==> src/rtl/stepper_pkg.sv <==
// Shared definitions for the stepper controller: coil phase table, FSM state
// encoding and the phase-index stepping rule.
package stepper_pkg;

    typedef logic [0:0] state_t;

    localparam state_t ST_IDLE = 1'b0;
    localparam state_t ST_RUN  = 1'b1;

    // Entry i occupies bits [4*i +: 4]; index 0 is the least significant nibble.
    localparam logic [31:0] PHASE_TABLE = {
        4'b1001, 4'b1000, 4'b1100, 4'b0100,
        4'b0110, 4'b0010, 4'b0011, 4'b0001
    };

    function automatic logic [3:0] phase_of(input logic [2:0] idx);
        return PHASE_TABLE[{idx, 2'b00} +: 4];
    endfunction

    // Full-step always lands on an odd index so both neighbouring coils are driven.
    function automatic logic [2:0] next_index(input logic [2:0] idx,
                                              input logic       fwd,
                                              input logic       half);
        logic [2:0] n;
        if (half) begin
            n = fwd ? idx + 3'd1 : idx - 3'd1;
        end else begin
            n    = fwd ? idx + 3'd2 : idx - 3'd2;
            n[0] = 1'b1;
        end
        return n;
    endfunction

endpackage

==> src/rtl/step_timer.sv <==
// Step-rate divider: while enabled, pulses tick once every 'period' cycles,
// counting from zero after a clear.
module step_timer #(
    parameter int PERIOD_W = 32
) (
    input  logic                sclk,
    input  logic                s_rst,
    input  logic                enable,
    input  logic                clear,
    input  logic [PERIOD_W-1:0] period,
    output logic                tick
);

    logic [PERIOD_W-1:0] count;

    assign tick = enable && !clear && (count == period - PERIOD_W'(1));

    always_ff @(posedge sclk or posedge s_rst) begin
        if (s_rst) begin
            count <= '0;
        end else if (clear) begin
            count <= '0;
        end else if (enable) begin
            count <= tick ? '0 : count + PERIOD_W'(1);
        end
    end

endmodule

==> src/rtl/stepper_ctrl.sv <==
// Stepper motor move controller: runs a fixed-length move at a fixed step
// period in half- or full-step mode and tracks signed position.
module stepper_ctrl
    import stepper_pkg::*;
#(
    parameter int PERIOD_W = 32,
    parameter int STEPS_W  = 16,
    parameter int POS_W    = 24
) (
    input  logic                    sclk,
    input  logic                    s_rst,
    input  logic                    start,
    input  logic                    abort,
    input  logic                    direct,
    input  logic                    half_step,
    input  logic                    hold_en,
    input  logic [PERIOD_W-1:0]     period,
    input  logic [STEPS_W-1:0]      steps,
    output logic [3:0]              stepdrive,
    output logic                    busy,
    output logic                    done,
    output logic [STEPS_W-1:0]      steps_left,
    output logic signed [POS_W-1:0] position
);

    // start is a single-cycle request honoured only in IDLE; abort is level-sampled
    // and only acts in RUN, where it overrides any step due on the same edge.

    state_t                    state;
    logic [2:0]                index;
    logic                      lat_dir;
    logic                      lat_half;
    logic [PERIOD_W-1:0]       lat_period;
    logic                      done_pend;

    logic                      tick;
    logic                      timer_clear;
    logic                      start_move;
    logic                      start_empty;
    logic                      abort_run;
    logic                      step_now;
    logic                      last_step;
    logic                      finish;
    logic [2:0]                index_next;
    logic [POS_W-1:0]          step_mag;
    logic signed [POS_W-1:0]   position_next;
    logic [3:0]                drive_next;
    logic [PERIOD_W-1:0]       period_clamped;

    assign busy = (state == ST_RUN);

    step_timer #(
        .PERIOD_W (PERIOD_W)
    ) u_timer (
        .sclk   (sclk),
        .s_rst  (s_rst),
        .enable (busy),
        .clear  (timer_clear),
        .period (lat_period),
        .tick   (tick)
    );

    always_comb begin
        start_move     = (state == ST_IDLE) && start && (steps != '0);
        start_empty    = (state == ST_IDLE) && start && (steps == '0);
        abort_run      = (state == ST_RUN) && abort;
        step_now       = (state == ST_RUN) && !abort && tick;
        last_step      = step_now && (steps_left == STEPS_W'(1));
        finish         = start_empty || abort_run || last_step;
        timer_clear    = (state == ST_IDLE) || abort_run;
        period_clamped = (period < PERIOD_W'(2)) ? PERIOD_W'(2) : period;

        index_next     = next_index(index, lat_dir, lat_half);
        step_mag       = lat_half ? POS_W'(1) : POS_W'(2);
        position_next  = lat_dir ? position + step_mag : position - step_mag;

        drive_next = phase_of(index);
        if (step_now) begin
            drive_next = phase_of(index_next);
        end else if ((state == ST_IDLE) && !hold_en) begin
            drive_next = 4'b0000;
        end
    end

    always_ff @(posedge sclk or posedge s_rst) begin
        if (s_rst) begin
            state      <= ST_IDLE;
            index      <= 3'd0;
            lat_dir    <= 1'b0;
            lat_half   <= 1'b0;
            lat_period <= PERIOD_W'(2);
            steps_left <= '0;
            position   <= '0;
            stepdrive  <= 4'b0000;
            done_pend  <= 1'b0;
            done       <= 1'b0;
        end else begin
            case (state)
                ST_IDLE: begin
                    if (start_move) begin
                        state      <= ST_RUN;
                        lat_dir    <= direct;
                        lat_half   <= half_step;
                        lat_period <= period_clamped;
                        steps_left <= steps;
                    end
                end
                ST_RUN: begin
                    if (abort_run) begin
                        state <= ST_IDLE;
                    end else if (step_now) begin
                        index      <= index_next;
                        position   <= position_next;
                        steps_left <= steps_left - STEPS_W'(1);
                        if (last_step) begin
                            state <= ST_IDLE;
                        end
                    end
                end
                default: state <= ST_IDLE;
            endcase
            stepdrive <= drive_next;
            // done trails the end of a move by one cycle so it lands after IDLE is reached.
            done_pend <= finish;
            done      <= done_pend;
        end
    end

endmodule

==> config.mk <==
export PLATFORM = sky130hd
export DESIGN_NAME = stepper_ctrl
export DESIGN_NICKNAME = d
export VERILOG_FILES = /design/src/rtl/stepper_pkg.sv /design/src/rtl/step_timer.sv /design/src/rtl/stepper_ctrl.sv
export SDC_FILE = /design/constraint.sdc
export NUM_CORES = 1
export LEC_CHECK = 0
export ABC_AREA = 0
export ABC_CLOCK_PERIOD_IN_PS = 3900
export CORE_ASPECT_RATIO = 0.8
export CORE_UTILIZATION = 50
export DETAILED_ROUTE_END_ITERATION = 8
export GPL_TIMING_DRIVEN = 0
export PLACE_DENSITY = 0.84
export SYNTH_ARGS = -nofsm -noshare
export SYNTH_HDL_FRONTEND = slang
export SYNTH_SLANG_ARGS = --single-unit
export TNS_END_PERCENT = 5
==> constraint.sdc <==
create_clock -name sclk -period 3.9 [get_ports sclk]
set_input_delay 0.78 -clock sclk [delete_from_list [all_inputs] [get_ports sclk]]
set_output_delay 0.78 -clock sclk [all_outputs]
set_load 0.01 [all_outputs]
Yosys cells after proc, flatten, opt, wreduce, memory -nomap -nowiden
Index checks and enable logic that the tools add are counted.
Widths: inputs -> output; s select.
Storage, ports and cells
  flip-flop bits (word level): 116
  input port bits: 55
  output and inout port bits: 46
  word-level logic and storage cells: 72
Operators by class
  add/subtract/negate cells: 9
  $lt $le $gt $ge: 1
  equal/unequal tests: 5
  shifts and indexed selects: 2
  multiplexer cells: 20
  bitwise operators: 2
  reductions and logical operators: 22
Operators by type and width (number)
  $mux 32: 4
  $shiftx 32x6->4 const A: 2
  $mux 16: 3
  $add 32x1->32 const B: 1
  $eq 32x32->1: 1
  $lt 32x2->1 const B: 1
  $pmux 16 s2: 1
  $sub 32x1->32 const B: 1
  $add 24x2->24: 1
  $mux 24: 1
  $sub 24x2->24: 1
  $eq 16x1->1 const B: 1
  $logic_not 16->1: 1
  $reduce_bool 16->1: 1
  $sub 16x1->16 const B: 1
  $logic_and 1x1->1: 10
  $mux 3: 3
  $mux 4: 2
  $reduce_and 3->1: 2
  $mux 1: 4
  $ne 2x2->1 const B: 2
  $add 3x1->3 const B: 1
  $add 3x2->3 const B: 1
  $logic_not 1->1: 3
  9 further kinds: 12

Logic depth before layout (Yosys ltp)
Gate-level depths: netlist (run 1).
  word-level depth: 11
  gate-level depth with buffers: 15
  mapped depth without buffers: 13

Modules after synthesis
From an unflattened synthesis (run 1), not the netlist that was laid out.
Unflattened totals
  cells, all modules: 985
  area, all modules: 8538.2 um2
By module, submodules not included
  stepper_ctrl: instances 1, cells each 528, area an instance 4942.2 um2, seq. area each 2103.3 um2
  step_timer: instances 1, cells each 457, area an instance 3595.9 um2, seq. area each 800.8 um2

Worst setup path before layout (run 1)
Ideal clock, no wire load.
  path type: reg-to-reg
  start point: reg lat_dir
  end point: reg position[21]
  library setup time: 0.125 ns
  arrival: 3.431 ns
  required time: 3.775 ns
  slack: 0.345 ns
  cell stages (with the launch flop): 14
  buffers on the path: 0
  clock period less this slack: 3.555 ns
  cells stage by stage: dfrtp_1 > inv_1 > ha_1 > o211ai_1 > o21ai_0 > o21a_1 > nor4_1 > nor3_1 > a2111oi_0 > nor3_1 > a211oi_1 > o21ai_0 > xnor2_1 > mux2_2
On the way
  longest elaborated chain between the ends: 1
Ends and longest elaborated chain
  start, declared: RTL line stepper_ctrl.sv:31  | logic lat_dir;
  start signal, assigned: RTL line stepper_ctrl.sv:102  | lat_dir <= direct;
  $mux 24: RTL line stepper_ctrl.sv:75  | position_next = lat_dir ? position + step_mag : position - step_mag;
  end signal, assigned: RTL line stepper_ctrl.sv:113  | position <= position_next;
  end, declared: RTL line stepper_ctrl.sv:23  | output logic signed [POS_W-1:0] position
Every way passes these cells.
A chain may end at the register's enable or synchronous reset.

Worst setup path in the final report (run 1)
  start point: reg lat_period[10]
  end point: reg position[15]
On the way
  longest elaborated chain between the ends: 5
Ends and longest elaborated chain
  start, declared: RTL line stepper_ctrl.sv:33  | logic [PERIOD_W-1:0] lat_period;
  start signal, assigned: RTL line stepper_ctrl.sv:104  | lat_period <= period_clamped;
  $sub 32x1->32: RTL line step_timer.sv:16  | assign tick = enable && !clear && (count == period - PERIOD_W'(1));
  $eq 32x32->1: RTL line step_timer.sv:16
  $logic_and 1x1->1: RTL line step_timer.sv:16
  $logic_and 1x1->1: RTL line stepper_ctrl.sv:67  | step_now = (state == ST_RUN) && !abort && tick;
  $reduce_and 3->1 (no source line)
Every way passes these cells.

==> metrics, run 1 <==
antenna cell count=0; NumNets Final=1051; layout cells sized above 1=approximately a tenth; post-synthesis mux area share=4.76%; post-synthesis cell type count=61; fmax=0.268 GHz; final core utilization=roughly two thirds; post-synthesis compound-gate area fraction=around an eighth; CP Launch Type=register; Core Rows=39; routability cong.=slightly below 0.9; Cells after DPL=around 1100; largest family of logic cells by synthesized area=simple AND/OR/NAND/NOR gates; dpl cell area=0.00865 sq mm; design area=around 0.0094 sq mm; initial antenna violation count=0; Clock Sink Count=116; total number of yosys warnings=0; Mean Syn Cell Area=~8.8 sq um; Ports=just over 100; post-synthesis sequential area ratio=between 30% and 40%; crit end category=register; Worst Max-Slew Pin Slew=around 0.67 ns; Final Power=~4.5 mW; Clock Path Buffers=2; Worst EP required=around 4.2 ns; post-synthesis simple-gate area fraction=between 20% and 30%; worst-skew pair later-pin latency=about 0.42 ns; Leak Pwr=approximately 4.0 nW; hold_ws=approximately 0.37 ns; #FFs+latches synth=116; total track usage=~28%; vias in the first global route=6771; Inserted Clock Buffers=17; Hold Buf Count CTS=0; post-synthesis async set-or-reset flop share=100%; H-tree depth=4; Tcrit/Tclk final=between 90% and 100%; Final Hold Viols=0; cells after synthesis=~840; DR vias/cell=around 6; WS Path Type=register to register; Area Overhead vs Synth=27.6%; initial DRC count=between 500 and 600; Detail Route Antenna Nets=0; Die Ht=roughly 110 microns; Post-Synth Adder-Cell Area=between 5 and 6%; vias=slightly below 7000; First-pass DRT Iterations=5; Layout Skew=0.0104 ns; Filler cells=roughly 1100; first-pass GRT wire length=between 30000 and 40000 microns; largest net degree at the start of global routing=between 70 and 80; final setup fails=0; Syn Std Cell Area=0.00739 sq mm; commonest non-fill, non-tap cell in the layout=nand2_1; post-synthesis xor/xnor area fraction=around 11%; DP Wirelength=roughly 14000 microns; setup TNS=0 ns; area of the die=approximately 0.015 sq mm; Tmin final=approximately 3.7 ns; Routed WL=just over 20000 microns; power per standard cell area=roughly 480 mW/mm^2; origin of the worst min-delay path=done_pend; die width=138 microns; pre-CTS WS=-0.314 ns; Arrival @ worst endpoint=4.04 ns; Hold WC Path Type=register to register; CP startpoint=lat_period[10]; post-synth net total=about 930; Starting Density=between 50% and 60%; RSZ-0062 raised after global routing=true; final setup margin=around 0.16 ns; Peak VDD IR=~0.0005 V; CP max FO=10; commonest non-fill, non-tap cells in the layout=nand2_1 (134), dfrtp_1 (114), clkdlybuf4s50_1 (100); ys flop type=dfrtp_1; WL per Instance=17.6 microns; max_cap viols=0; launching point of the worst reg2reg path=lat_period[10]; fin. max-slew vios=0; IO buf count=100; TritonCTS clock tree=done; Max-slew headroom=between 50 and 60%; DR DRC count=0; Post-synth EDFFs=0; Root Driver=clkbuf_16; CORE AREA=between 0.01 and 0.015 sq mm; total grt overflow=0; status=complete, no violations; fin cells=1164; CTS clk-pin slew, worst paths=0.06 ns
[path summary, 6_finish.rpt]
path,endpoint,slack [ns],depth (start not counted)
max,position[15],0.16,11
max in group asynchronous,lat_period[1],2.44,3
min in group asynchronous,position[18],0.75,2
min reg2reg,done,0.37,0
max reg2reg,position[15],0.16,11
min,done,0.37,0
[metal layers]
metal  track usage [%]  wire length (microns)  vias to the layer above
met2              43.0                   9410                      337
met5                 0                      0                        -
met1              40.0                   9070                     3304
li1                  -                      -                     3236
met4              9.64                    380                        0
met3              5.49                   1660                       49
[sequential cells by signal, summed over array words and instances (netlist names)]
register,count
lat_period,32
u_timer.count,32
position,24
steps_left,16
stepdrive,4
index,3
busy,1
done,1
done_pend,1
lat_dir,1
lat_half,1
[cells in the mapped netlist, types with 5 or more instances]
cell type  instances  area share [%]
a211oi_1           8            0.81
a21o_1             9            0.91
a21oi_1           40             2.7
and2_1             5            0.42
and3_1             8            0.68
buf_2              7            0.47
clkbuf_1          22             1.1
dfrtp_1          115              39
ha_1              27             4.6
inv_1             19            0.97
mux2_2            25             3.8
mux2i_1            7            0.95
nand2_1          134             6.8
nand2b_1           9            0.76
nand3_1           34             2.3
nand4_1           20             1.7
nor2_1            79             4.0
nor2b_1            8            0.68
nor3_1            24             1.6
nor3b_1            5            0.51
nor4_1            20             1.7
o211ai_1           5            0.51
o21a_1             7            0.71
o21ai_0           38             2.6
o22ai_1           15             1.3
or3_1              7            0.59
xnor2_1           55             6.5
xor2_1            37             4.4
[power breakdown]
group | switching, mW | leakage, nW | internal [mW]
sequential | 0.241 | 1.51 | 1.34
clock | 0.600 | 0.320 | 1.14
combinational | 0.624 | 2.21 | 0.530
[timing repair]
item | CTS | global route
setup buffers | 1 | 2
gates cloned | 1 | 0
pin swaps | 0 | 4
resized for setup | 4 | 19
endpoints found under the setup margin | 6 | 81
[worst max-delay path, cell delays in order (launching register included)]
cell and delay [ns]:
dfrtp_1 0.35, buf_2 0.18, or4_1 0.59, or3_1 0.38, a211oi_1 0.26, nor2_1 0.08
a2111oi_2 0.35, nand4_1 0.22, nor4_4 0.42, buf_4 0.20, clkbuf_4 0.23, mux2_2 0.37
[cell families (layout without fill, tap and decap cells)]
| group | Yosys count | in the layout |
|---|---|---|
| DFF | 116 | 116 |
| xor gates and xnor gates | 92 | 92 |
| muxes | 32 | 32 |
| buffers and inverters | 54 | 190 |
| and+or+nand+nor | 372 | 372 |
| AOI/OAI and AO/OA | 149 | 149 |
| adders and majority gates | 29 | 29 |
[layout make-up]
cell class / count / area [sq um] / share of cell area [%]
multi-input cells: 674 / 4330 / 46.0
flip-flops and latches: 116 / 2910 / 30.8
repair buffers: 104 / 1050 / 11.1
clock buffers: 21 / 480 / 5.10
well taps: 184 / 230 / 2.44
clock inverters: 11 / 173 / 1.83
plain buffers: 34 / 169 / 1.79
inverters: 19 / 80.1 / 0.849
repair inverters: 1 / 5.00 / 0.0531
Note: power is estimated with default switching activity, not from simulation.
==> run 2, diff against run 1 <==
--- a/config.mk
+++ b/config.mk
@@ -10,2 +10,3 @@
 export CORE_ASPECT_RATIO = 0.8
+export CORE_MARGIN = 2
 export CORE_UTILIZATION = 50
@@ -14,2 +15,3 @@
 export PLACE_DENSITY = 0.84
+export SETUP_SLACK_MARGIN = 0.4
 export SYNTH_ARGS = -nofsm -noshare
--- a/constraint.sdc
+++ b/constraint.sdc
@@ -3,2 +3,2 @@
 set_output_delay 0.78 -clock sclk [all_outputs]
-set_load 0.01 [all_outputs]
+set_load 0.05 [all_outputs]
==> metrics, run 2 (synthesis gave the netlist of run 1 again) <==
fin. max-slew vios=0 (unchanged); total grt overflow=0 (unchanged); Die Ht=113 microns (+1.8%); CORE AREA=0.0143 sq mm (unchanged); setup TNS=0 ns (unchanged); Final Hold Viols=0 (unchanged); Max-slew headroom=39.5% (-16 points); final core utilization=70.4% (+4.7 points); design area=0.0101 sq mm (+7.1%); vias in the first global route=7073 (+4.5%); area of the die=0.0158 sq mm (+3.3%); Clock Sink Count=116 (unchanged); DR DRC count=0 (unchanged); CP Launch Type=register; WL per Instance=21.0 microns (+19%); initial antenna violation count=0 (unchanged); Leak Pwr=4.34 nW (+7.3%); layout cells sized above 1=17.2% (+7.5 points); First-pass DRT Iterations=8 (+3); final setup margin=0.336 ns (+0.172 ns); total track usage=28.7% (+0.46 points); Detail Route Antenna Nets=0 (unchanged); Final Power=4.87 mW (+8.7%); pre-CTS WS=-0.353 ns (-0.0388 ns); top flop regs=lat_period x32, u_timer.count x32, position x24; CP max FO=7 (-3); initial DRC count=898 (+67%); NumNets Final=1098 (+4.5%); Routed WL=25400 microns (+24%); power per standard cell area=482 mW/mm^2 (+1.4%); worst-skew pair later-pin latency=0.43 ns (about the same); fin cells=1211 (+4.0%); routability cong.=0.911 (+2.5%); Peak VDD IR=0.000371 V (-26%); DR vias/cell=6.46 (+8.6%); Worst Max-Slew Pin Slew=0.906 ns (+0.237 ns); Inserted Clock Buffers=17 (unchanged); dpl cell area=0.00866 sq mm (+0.13%); final setup fails=0 (unchanged); Starting Density=51.5% (unchanged); hold_ws=0.366 ns (-0.00317 ns); commonest non-fill, non-tap cell in the layout=nand2_1; TritonCTS clock tree=done; CP max stage cell=dfrtp_2; fmax=0.281 GHz (+4.8%); Max stage delay on crit path=0.40 ns (-0.19 ns); Clock Path Buffers=2 (unchanged); Tmin final=3.56 ns (-0.172 ns); vias=7828 (+13%); CTS clk-pin slew, worst paths=0.06 ns (about the same); critical-path cell list=clkinvlp_4, buf_6, buf_4, ha_1, a211oi_1, nand2_1, nor4_4, nor3_4, a2111oi_2, nor3_2, a211oi_2, o21ai_1, xnor2_1, mux2_2; Hold Buf Count CTS=0 (unchanged); RSZ-0062 raised after global routing=true; Layout Skew=0.0137 ns (+0.00331 ns); Hold WC Path Type=register to register; WS Path Type=register to register; Tcrit/Tclk final=91.4% (-4.4 points); DP Wirelength=14300 microns (+1.9%); Worst EP required=4.21 ns (about the same); IO buf count=100 (unchanged); Ports=101 (unchanged); crit end category=register; antenna cell count=0 (unchanged); first-pass GRT wire length=36200 microns (+7.7%); Arrival @ worst endpoint=3.87 ns (-0.17 ns); max_cap viols=0 (unchanged); die width=140 microns (+1.5%); status=complete, no violations; Area Overhead vs Synth=36.7%; Root Driver=clkbuf_16; largest net degree at the start of global routing=41 (-46%); Core Rows=39 (unchanged); H-tree depth=4 (unchanged); commonest non-fill, non-tap cells in the layout=nand2_1 (132), dfrtp_1 (112), clkdlybuf4s50_1 (100); Cells after DPL=1130 (+0.089%)
run 2: layer usage:
layer / wire length (microns) / vias up / global-route usage (%)
met1: 10000 / 3736 / 39.9
met4: 1320 / 0 / 10.0
met5: 0 / - / 0
li1: - / 3337 / -
met2: 11600 / 604 / 45.4
met3: 2470 / 151 / 5.50
run 2: path summary, 6_finish.rpt:
| check | startpoint | end | slack, ns | cells after the start |
|---|---|---|---|---|
| setup / recovery | lat_dir | position[21] | 0.34 | 14 |
| hold / removal | done_pend | done | 0.37 | 0 |
| setup reg to reg | lat_dir | position[21] | 0.34 | 14 |
| hold reg to reg | done_pend | done | 0.37 | 0 |
| max in group asynchronous | s_rst | lat_period[1] | 1.99 | 4 |
| min in group asynchronous | s_rst | position[18] | 0.88 | 2 |
run 2: power breakdown:
group,switching [mW],total (mW),internal [mW]
Combinational,0.931,1.55,0.620
Clock,0.606,1.71,1.10
Sequential,0.261,1.61,1.34
run 2: layout make-up:
| class | instances | area, sq um |
|---|---|---|
| clock inverter | 12 | 178 |
| clock buffer | 20 | 457 |
| buffer | 35 | 220 |
| inverter | 19 | 78.8 |
| timing repair inverter | 1 | 5.00 |
| timing repair buffer | 150 | 1450 |
| fill | 957 | 4250 |
| tap | 184 | 230 |
| multi-input combinational | 674 | 4570 |
| sequential | 116 | 2910 |
run 2: timing repair:
item / in CTS / in global routing
setup endpoints to repair: 81 / 81
cloned: 1 / 1
pin swaps: 6 / 24
gates resized for setup: 27 / 71
buffers inserted: 27 / 20
endpoints found under the hold margin: 0 / 0
run 2: worst max-delay path: cells and delay by family (launching register included):
family	cells	cell delay, ns
AOI/OAI and AO/OA	4	1.09
adders and majority gates	1	0.26
xor gates and xnor gates	1	0.14
muxes	1	0.26
DFF	1	0.40
and+or+nand+nor	4	0.75
buffers and inverters	3	0.55
